===== src/rtl/draw_rect_phys_ctl_if.sv =====
// rtl/draw_rect_phys_ctl_if.sv - mouse/frame inputs and rectangle position outputs
// master: mouse and frame source (drives frame_tick, mouse_left, mouse_x/y_position)
// slave:  physics controller (drives xpos, ypos, busy)
interface draw_rect_phys_ctl_if;
  logic        frame_tick;
  logic        mouse_left;
  logic [11:0] mouse_x_position;
  logic [11:0] mouse_y_position;
  logic [11:0] xpos;
  logic [11:0] ypos;
  logic        busy;

  modport master (
    output frame_tick, mouse_left, mouse_x_position, mouse_y_position,
    input  xpos, ypos, busy
  );

  modport slave (
    input  frame_tick, mouse_left, mouse_x_position, mouse_y_position,
    output xpos, ypos, busy
  );
endinterface


===== src/rtl/draw_rect_phys_ctl.sv =====
// rtl/draw_rect_phys_ctl.sv - gravity/bounce physics controller for the mouse-driven rectangle
// clk, rst_n (sync, active-low); bus.slave: frame_tick, mouse_left, mouse_x/y_position in;
// xpos/ypos (rectangle top-left, registered) and busy (falling or rising) out.
module draw_rect_phys_ctl #(
  parameter int SCREEN_W   = 800,
  parameter int SCREEN_H   = 600,
  parameter int RECT_W     = 48,
  parameter int RECT_H     = 64,
  parameter int FRAC       = 8,
  parameter int GRAVITY    = 256,
  parameter int VMAX       = 16384,
  parameter int DAMP_SHIFT = 1,
  parameter int VMIN       = 512
) (
  input  logic                 clk,
  input  logic                 rst_n,
  draw_rect_phys_ctl_if.slave  bus
);

  localparam int PW = 12 + FRAC;  // fixed-point position/velocity width
  localparam int AW = PW + 1;     // one guard bit for all intermediate arithmetic

  localparam logic [AW-1:0] FLOOR_FX = AW'((SCREEN_H - RECT_H) << FRAC);
  localparam logic [11:0]   XMAX     = 12'(SCREEN_W - RECT_W);
  localparam logic [AW-1:0] GRAV_FX  = AW'(GRAVITY);
  localparam logic [AW-1:0] VMAX_FX  = AW'(VMAX);
  localparam logic [AW-1:0] VMIN_FX  = AW'(VMIN);

  typedef enum logic [1:0] {S_FOLLOW, S_FALL, S_RISE, S_REST} state_t;

  state_t        state_q, state_d;
  logic [11:0]   pos_x_q, pos_x_d;
  logic [PW-1:0] pos_y_q, pos_y_d;
  logic [PW-1:0] vel_q, vel_d;
  logic          btn_q;
  logic [11:0]   xpos_q, ypos_q;
  logic          busy_q;

  logic          click;
  logic [AW-1:0] mouse_y_fx;
  logic [AW-1:0] vel_acc, vel_fall, y_fall, vel_damp, vel_rise;

  always_comb begin
    state_d = state_q;
    pos_x_d = pos_x_q;
    pos_y_d = pos_y_q;
    vel_d   = vel_q;

    click      = bus.mouse_left & ~btn_q;
    mouse_y_fx = {1'b0, bus.mouse_y_position, FRAC'(0)};

    // Falling step: accelerate, saturate, then advance using the new velocity.
    vel_acc  = {1'b0, vel_q} + GRAV_FX;
    vel_fall = (vel_acc > VMAX_FX) ? VMAX_FX : vel_acc;
    y_fall   = {1'b0, pos_y_q} + vel_fall;
    vel_damp = vel_fall - (vel_fall >> DAMP_SHIFT);
    // Rising step: only meaningful when vel_q > GRAVITY, so this never wraps when used.
    vel_rise = {1'b0, vel_q} - GRAV_FX;

    case (state_q)
      S_FOLLOW: begin
        pos_x_d = (bus.mouse_x_position > XMAX) ? XMAX : bus.mouse_x_position;
        pos_y_d = (mouse_y_fx > FLOOR_FX) ? FLOOR_FX[PW-1:0] : mouse_y_fx[PW-1:0];
        vel_d   = '0;
        // A click that coincides with a tick only arms the drop; stepping starts next tick.
        if (click) state_d = S_FALL;
      end
      S_FALL: begin
        if (bus.frame_tick) begin
          if (y_fall >= FLOOR_FX) begin
            pos_y_d = FLOOR_FX[PW-1:0];
            if (vel_damp < VMIN_FX) begin
              vel_d   = '0;
              state_d = S_REST;
            end else begin
              vel_d   = vel_damp[PW-1:0];
              state_d = S_RISE;
            end
          end else begin
            pos_y_d = y_fall[PW-1:0];
            vel_d   = vel_fall[PW-1:0];
          end
        end
      end
      S_RISE: begin
        if (bus.frame_tick) begin
          if ({1'b0, vel_q} <= GRAV_FX) begin
            vel_d   = '0;
            state_d = S_FALL;
          end else if (vel_rise > {1'b0, pos_y_q}) begin
            // Would overshoot the top of the screen: pin to 0 and start falling.
            pos_y_d = '0;
            vel_d   = '0;
            state_d = S_FALL;
          end else begin
            pos_y_d = pos_y_q - vel_rise[PW-1:0];
            vel_d   = vel_rise[PW-1:0];
          end
        end
      end
      S_REST: begin
        if (click) state_d = S_FOLLOW;
      end
      default: state_d = S_FOLLOW;
    endcase
  end

  always_ff @(posedge clk) begin
    if (!rst_n) begin
      state_q <= S_FOLLOW;
      pos_x_q <= '0;
      pos_y_q <= '0;
      vel_q   <= '0;
      btn_q   <= 1'b0;
      xpos_q  <= '0;
      ypos_q  <= '0;
      busy_q  <= 1'b0;
    end else begin
      state_q <= state_d;
      pos_x_q <= pos_x_d;
      pos_y_q <= pos_y_d;
      vel_q   <= vel_d;
      btn_q   <= bus.mouse_left;
      // Outputs load from next-state values so they move on the same edge as the state.
      xpos_q  <= pos_x_d;
      ypos_q  <= pos_y_d[PW-1:FRAC];
      busy_q  <= (state_d == S_FALL) || (state_d == S_RISE);
    end
  end

  assign bus.xpos = xpos_q;
  assign bus.ypos = ypos_q;
  assign bus.busy = busy_q;

endmodule

===== src/flat_wrapper.sv =====
// flat-port wrapper written by rule: the top's interface ports become plain ports
module draw_rect_phys_ctl_flat 
#(
  parameter int SCREEN_W   = 800,
  parameter int SCREEN_H   = 600,
  parameter int RECT_W     = 48,
  parameter int RECT_H     = 64,
  parameter int FRAC       = 8,
  parameter int GRAVITY    = 256,
  parameter int VMAX       = 16384,
  parameter int DAMP_SHIFT = 1,
  parameter int VMIN       = 512
)
  (clk, rst_n, bus_frame_tick, bus_mouse_left, bus_mouse_x_position, bus_mouse_y_position, bus_xpos, bus_ypos, bus_busy);
  draw_rect_phys_ctl_if bus_i ();
  input  logic clk;
  input  logic rst_n;
  input wire logic [$bits(bus_i.frame_tick)-1:0] bus_frame_tick;
  input wire logic [$bits(bus_i.mouse_left)-1:0] bus_mouse_left;
  input wire logic [$bits(bus_i.mouse_x_position)-1:0] bus_mouse_x_position;
  input wire logic [$bits(bus_i.mouse_y_position)-1:0] bus_mouse_y_position;
  output wire logic [$bits(bus_i.xpos)-1:0] bus_xpos;
  output wire logic [$bits(bus_i.ypos)-1:0] bus_ypos;
  output wire logic [$bits(bus_i.busy)-1:0] bus_busy;
  assign bus_i.frame_tick = bus_frame_tick;
  assign bus_i.mouse_left = bus_mouse_left;
  assign bus_i.mouse_x_position = bus_mouse_x_position;
  assign bus_i.mouse_y_position = bus_mouse_y_position;
  assign bus_xpos = bus_i.xpos;
  assign bus_ypos = bus_i.ypos;
  assign bus_busy = bus_i.busy;
  draw_rect_phys_ctl #(.SCREEN_W(SCREEN_W), .SCREEN_H(SCREEN_H), .RECT_W(RECT_W), .RECT_H(RECT_H), .FRAC(FRAC), .GRAVITY(GRAVITY), .VMAX(VMAX), .DAMP_SHIFT(DAMP_SHIFT), .VMIN(VMIN)) u_core (.clk(clk), .rst_n(rst_n), .bus(bus_i));
endmodule

===== config.mk =====
export PLATFORM = sky130hd
export DESIGN_NAME = draw_rect_phys_ctl_flat
export DESIGN_NICKNAME = d
export VERILOG_FILES = /design/src/rtl/draw_rect_phys_ctl_if.sv /design/src/rtl/draw_rect_phys_ctl.sv /design/src/flat_wrapper.sv
export SDC_FILE = /design/constraint.sdc
export NUM_CORES = 1
export LEC_CHECK = 0
export CAP_MARGIN = 40
export CORE_MARGIN = 3
export CORE_UTILIZATION = 50
export CTS_CLUSTER_DIAMETER = 80
export CTS_CLUSTER_SIZE = 12
export DETAILED_ROUTE_END_ITERATION = 16
export GPL_ROUTABILITY_DRIVEN = 0
export PLACE_DENSITY = 0.7
export SLEW_MARGIN = 10
export SYNTH_ARGS = -nofsm -noshare
export SYNTH_HDL_FRONTEND = slang
export SYNTH_SLANG_ARGS = --single-unit
export TNS_END_PERCENT = 50

===== constraint.sdc =====
create_clock -name clk -period 5.8 [get_ports clk]
set_clock_uncertainty 0.2 [all_clocks]
set_input_delay 0.58 -clock clk [delete_from_list [all_inputs] [get_ports clk]]
set_output_delay 0.58 -clock clk [all_outputs]
set_load 0.03 [all_outputs]

# Word-level counts from Yosys, hierarchy flattened
# Cells that the tools add are included.
# classes
n_reduce_logical	5
muxes	25
n_bitwise	2
add_sub_neg	5
n_eq_ne	8
n_lt_le_gt_ge	7
# op_table
operator	n
2-to-1 mux 20 bit	12
one-hot mux 20 bit (3 select lines)	2
adder 20 x 21 -> 21 bit	1
adder 20 x 9 -> 21 bit (second input constant)	1
greater-or-equal comparator 21 x 18 -> 1 bit (second input constant)	1
> comparator 21 x 15 -> 1 bit (second input constant)	1
> comparator 21 x 20 -> 1 bit	1
< comparator 21 x 10 -> 1 bit (second input constant)	1
2-to-1 mux 21 bit	1
subtractor 20 x 9 -> 21 bit (second input constant)	1
subtractor 21 x 20 -> 21 bit	1
> comparator 20 x 18 -> 1 bit (second input constant)	1
less-or-equal comparator 20 x 9 -> 1 bit (second input constant)	1
subtractor 20 bit	1
2-to-1 mux 2 bit	7
> comparator 12 x 10 -> 1 bit (second input constant)	1
2-to-1 mux 12 bit	1
one-hot mux 2 bit (4 select lines)	1
equality test 2 bit (second input constant)	3
inequality test 2 bit (second input constant)	3
equality test 2 x 1 -> 1 bit (second input constant)	2
AND reduction 4 bit	1
AND reduction 3 bit	1
nonzero test 3 bit	1
5 further kinds	5
# word_totals
regBits	56
input_bits	28

# Longest topological paths before layout
# logic_depth
depth_word	11
mapped_depth	21

# Worst setup path before layout
# Ideal clock, no wire load.
# synth_path
kind	register to register
start	register u_core.vel_q[10]
end	register u_core.vel_q[13]
stages_incl_launch_ff	21
arrival_ns	4.782
required_ns	5.525
setup_time_ns	0.075
setup_slack_ns	0.744
path_cell_list	dfxtp_1 buf_2 and3_1 and3_1 nand3_1 mux2i_1 nand2_1 nor3_1 ha_1 inv_1 fa_1 a21oi_1 a2bb2oi_2 a211oi_2 o2111ai_2 nand2_2 and3_1 or4_4 and2_4 or4_1 a31oi_1
# synth_via
elab_chain_len	9
word_cells_on_any_way	17
cone_classes	add/sub (4); order compare (5); mux (8)
# synth_lines
item	line	rtl
from (decl)	draw_rect_phys_ctl.sv:34	logic [PW-1:0] vel_q, vel_d;
from (signal assigned)	draw_rect_phys_ctl.sv:122	vel_q <= vel_d;
adder 20 x 9 -> 21 bit	draw_rect_phys_ctl.sv:53	vel_acc = {1'b0, vel_q} + GRAV_FX;
> comparator 21 x 15 -> 1 bit	draw_rect_phys_ctl.sv:54	vel_fall = (vel_acc > VMAX_FX) ? VMAX_FX : vel_acc;
2-to-1 mux 21 bit	draw_rect_phys_ctl.sv:54	
subtractor 21 x 20 -> 21 bit	draw_rect_phys_ctl.sv:56	vel_damp = vel_fall - (vel_fall >> DAMP_SHIFT);
< comparator 21 x 10 -> 1 bit	draw_rect_phys_ctl.sv:72	if (vel_damp < VMIN_FX) begin
2-to-1 mux 20 bit	draw_rect_phys_ctl.sv:72	
2-to-1 mux 20 bit	draw_rect_phys_ctl.sv:70	if (y_fall >= FLOOR_FX) begin
2-to-1 mux 20 bit	draw_rect_phys_ctl.sv:69	if (bus.frame_tick) begin
one-hot mux 20 bit (3 select lines) *	draw_rect_phys_ctl.sv:60	case (state_q)
# Mark *: on every way between the ends. The rest lies on a longest branch, timed or not. The select of a mux whose other input is x is not followed.
# A chain may end at the register's enable or synchronous reset.

# Final worst setup path
# layout_path
start	register u_core.vel_q[9]
end	register u_core.ypos_q[8], in the netlist u_core.bus.ypos[8]
# layout_via
elab_chain_len	8
word_cells_on_any_way	17
cone_classes	add/sub (4); order compare (4); eq/ne (1); mux (7); reduce/logical (1)
# layout_lines
item	line	rtl
adder 20 x 9 -> 21 bit	draw_rect_phys_ctl.sv:53	
> comparator 21 x 15 -> 1 bit	draw_rect_phys_ctl.sv:54	
2-to-1 mux 21 bit	draw_rect_phys_ctl.sv:54	
adder 20 x 21 -> 21 bit	draw_rect_phys_ctl.sv:55	y_fall = {1'b0, pos_y_q} + vel_fall;
greater-or-equal comparator 21 x 18 -> 1 bit	draw_rect_phys_ctl.sv:70	
2-to-1 mux 20 bit	draw_rect_phys_ctl.sv:70	
2-to-1 mux 20 bit	draw_rect_phys_ctl.sv:69	
one-hot mux 20 bit (3 select lines)	draw_rect_phys_ctl.sv:60	
to (signal assigned)	draw_rect_phys_ctl.sv:126	ypos_q <= pos_y_d[PW-1:FRAC];
to (decl)	draw_rect_phys_ctl.sv:36	logic [11:0] xpos_q, ypos_q;
# Several ways; a longest one is shown, not always the timed one. The select of a mux whose other input is x is not followed.

==> results.ini <==
[critical_path]
critPathMaxFanout = 9
critPathArrivalTime_ps = 5510
reg2regPathDepth = 18
timing.rr.end = u_core.bus.ypos[8]
critPathLaunchType = register
cp_data_required_time_ps = 5790
r2r_setup_slack_ps = 280
path_class = reg2reg
endpoint_kind = register
timing.rr.start = u_core.vel_q[9]

[yosys]
ys_seq_area_share_pct = 15.9
synth_top_area_share_pct = 15.9
synth.largest_area_cell = dfxtp_1
synth_cells = 920
ys_ff_latch = 56
synth_area_per_cell_um2 = 7.64
netlist_area_um2 = 7030
synthTopCellsByArea = dfxtp_1, ha_1, a21oi_1, inv_1, nand2_1
synth_edf_count = 0
synth_flop_cell = dfxtp_1
synth_cell_types = 103
async_flop_share_pct = 0
synth-warning-count = 0

[global_routing]
grt_max_degree = 20
antenna_found_initial = 0
grt_pass1_wl_um = 34000
grt.overflow.total = 0
grt_pass1_vias = 6599
grtUsageTotal_pct = 26.2

[timing]
holdWs_ps = 276
setup_viol = 0
fin_crit_sh_pct = 95.1
worst_pin_slew_ps = 811
fin_crit_ps = 5520
hold_viol = 0
maxSlewViolCount = 0
fmax_mhz = 181
slew_headroom_pct = 45.6
finalWorstSetupSlack_ps = 282

[clocking]
path_clk_slew_ps = 80
post-cts-setup-buffer-count = 0
postCtsHoldBufs = 0
cts_tree = yes
clock_path_buffers = 2
cts.sink_count = 56
ctsResizeCount = 0
clock-root-buffer = clkbuf_16
cts_max_level = 2
cts_buffers = 5
insertion_delay_ps = 310

[power]
power.density_nw_per_um2 = 240
p_leak_nw = 3.38
total_power_mw = 1.91
worst_ir_drop_vdd_mv = 0.135

[die]
die_h_um = 125
die_w_um = 125
dieArea_um2 = 15500
placementRows = 42
ios = 53
coreArea_um2 = 13500
start_util_pct = 52.1

[detailed_routing]
routed_wl_um = 21000
vias = 7104
via_per_inst = 6.20
avgRoutedWirePerCell_um = 18.3
firstDrtPassIters = 5
drt-initial-drc-count = 702
ant_nets = 0
drc = 0

[min_path]
min_path_type = reg2reg
holdPathStages = 1
holdPathEnd = u_core.bus.xpos[10]
min_from = u_core.bus.xpos[10]

[final_layout]
fin_nets = 1087
fill_cells = 1267
final_cell_mix = ha_1, inv_1, a21oi_1
layout_commonest_cell = ha_1
area_delta_synth_final_pct = 12.7
layout-drive-gt1-share_pct = 7.64
antenna_cells = 0

[run]
cap_viol_max_count = 0

[placed_design]
place.detailed.hpwl_um = 16800
portBuffers = 52
preCtsSetupSlack_ps = 108

[run_status]
outcome = finished clean

-- routing by layer --
metal | track usage, % | part of all wire (%)
met5 | 0 | 0
met2 | 43.4 | 46
met1 | 36.5 | 46
met3 | 3.00 | 6.5
met4 | 6.00 | 1.8
-- state kept, by name (all words and copies together), names as in the netlist --
name,count
u_core.btn_q,1
u_core.bus.xpos,12
u_core.state_q,2
u_core.vel_q,20
u_core.bus.busy,1
u_core.pos_y_q,8
u_core.bus.ypos,12
-- cells in the mapped netlist, types with 5 or more instances --
cell       count
a21o_1        30
o21ai_1        6
a211oi_1      19
nor2b_1       13
o221a_2        6
o21a_1        15
and3_1        15
clkbuf_1      22
ha_1          88
nand2b_1      12
o21ai_0       45
buf_4         12
o2bb2ai_1      8
buf_2          5
a31oi_1       15
dfxtp_1       56
and2_1         7
a2bb2oi_1      5
xor2_1        26
nor2_1        45
nor4_1        13
a21oi_1       78
inv_1         87
a32o_1         6
or3_1          6
nand3_1       23
xnor2_1       22
o211ai_1      10
nand2_1       74
nor3b_1        5
nor3_1        21
nand4_1       12
-- worst max path at each step --
| stage | start | endpoint | slack [ps] | depth (start not counted) |
|---|---|---|---|---|
| CTS | u_core.vel_q[9] | u_core.vel_q[13] | 90 | 19 |
| global route | u_core.vel_q[9] | u_core.vel_q[4] | -3 | 19 |
| global placement | u_core.vel_q[9] | u_core.vel_q[13] | 230 | 19 |
| detailed placement | u_core.vel_q[9] | u_core.vel_q[13] | 110 | 19 |
| floorplan | u_core.vel_q[10] | u_core.vel_q[13] | 740 | 20 |
| finish | u_core.vel_q[9] | u_core.bus.ypos[8] | 280 | 18 |
-- critical path, cell delays in order (launching register included) --
cell and delay (ps):
dfxtp_1 440, and3_1 280, and3_1 220, nand3_1 100, mux2i_1 210, nand2_1 260, or3_1 510, inv_1 200
ha_1 380, a21o_1 200, a31o_2 240, a211oi_1 260, o311ai_0 230, or2_1 340, o41a_4 460, nor2_4 200
buf_4 210, nand3_1 90, a2111oi_1 370
-- final cells by class --
class | count | area (um^2) | share of cell area (%)
Multi-Input combinational cell | 750 | 5460 | 68.9
Sequential cell | 56 | 1120 | 14.2
Timing Repair Buffer | 68 | 648 | 8.18
Inverter | 87 | 327 | 4.12
Tap cell | 176 | 220 | 2.78
Clock buffer | 5 | 125 | 1.58
Clock inverter | 3 | 26.3 | 0.332
-- through the flow --
| step | utilization (%) | instance area, um^2 | cells | setup TNS, ps |
|---|---|---|---|---|
| after global routing | 58.7 | 7920 | 1145 | -2.61 |
| final | 58.7 | 7920 | 1145 | 0 |
| after global placement | 57.1 | 7720 | 1135 | 0 |
| after CTS | 58.4 | 7890 | 1145 | 0 |
| after detailed placement | 57.3 | 7740 | 1137 | 0 |
| after floorplan | - | 7080 | 934 | 0 |
-- report_power, final --
part / internal [mW] / total, mW / switching, mW
registers: 0.410 / 0.441 / 0.0312
logic: 0.430 / 1.14 / 0.706
clock network: 0.164 / 0.328 / 0.164
-- logic make-up (layout without fill, tap and decap cells) --
| logic type | Yosys count | after routing | share of synthesized area, % |
|---|---|---|---|
| compound gates | 316 | 316 | 32.3 |
| simple gates | 272 | 272 | 20.3 |
| buf+inv | 128 | 163 | 7.67 |
| fa+ha+maj | 91 | 91 | 16.5 |
| flops | 56 | 56 | 15.9 |
| xor+xnor | 50 | 50 | 6.44 |
| mux | 5 | 5 | 0.747 |
| other cells | 2 | 16 | 0.107 |
Power figures use the tool's default switching activity.
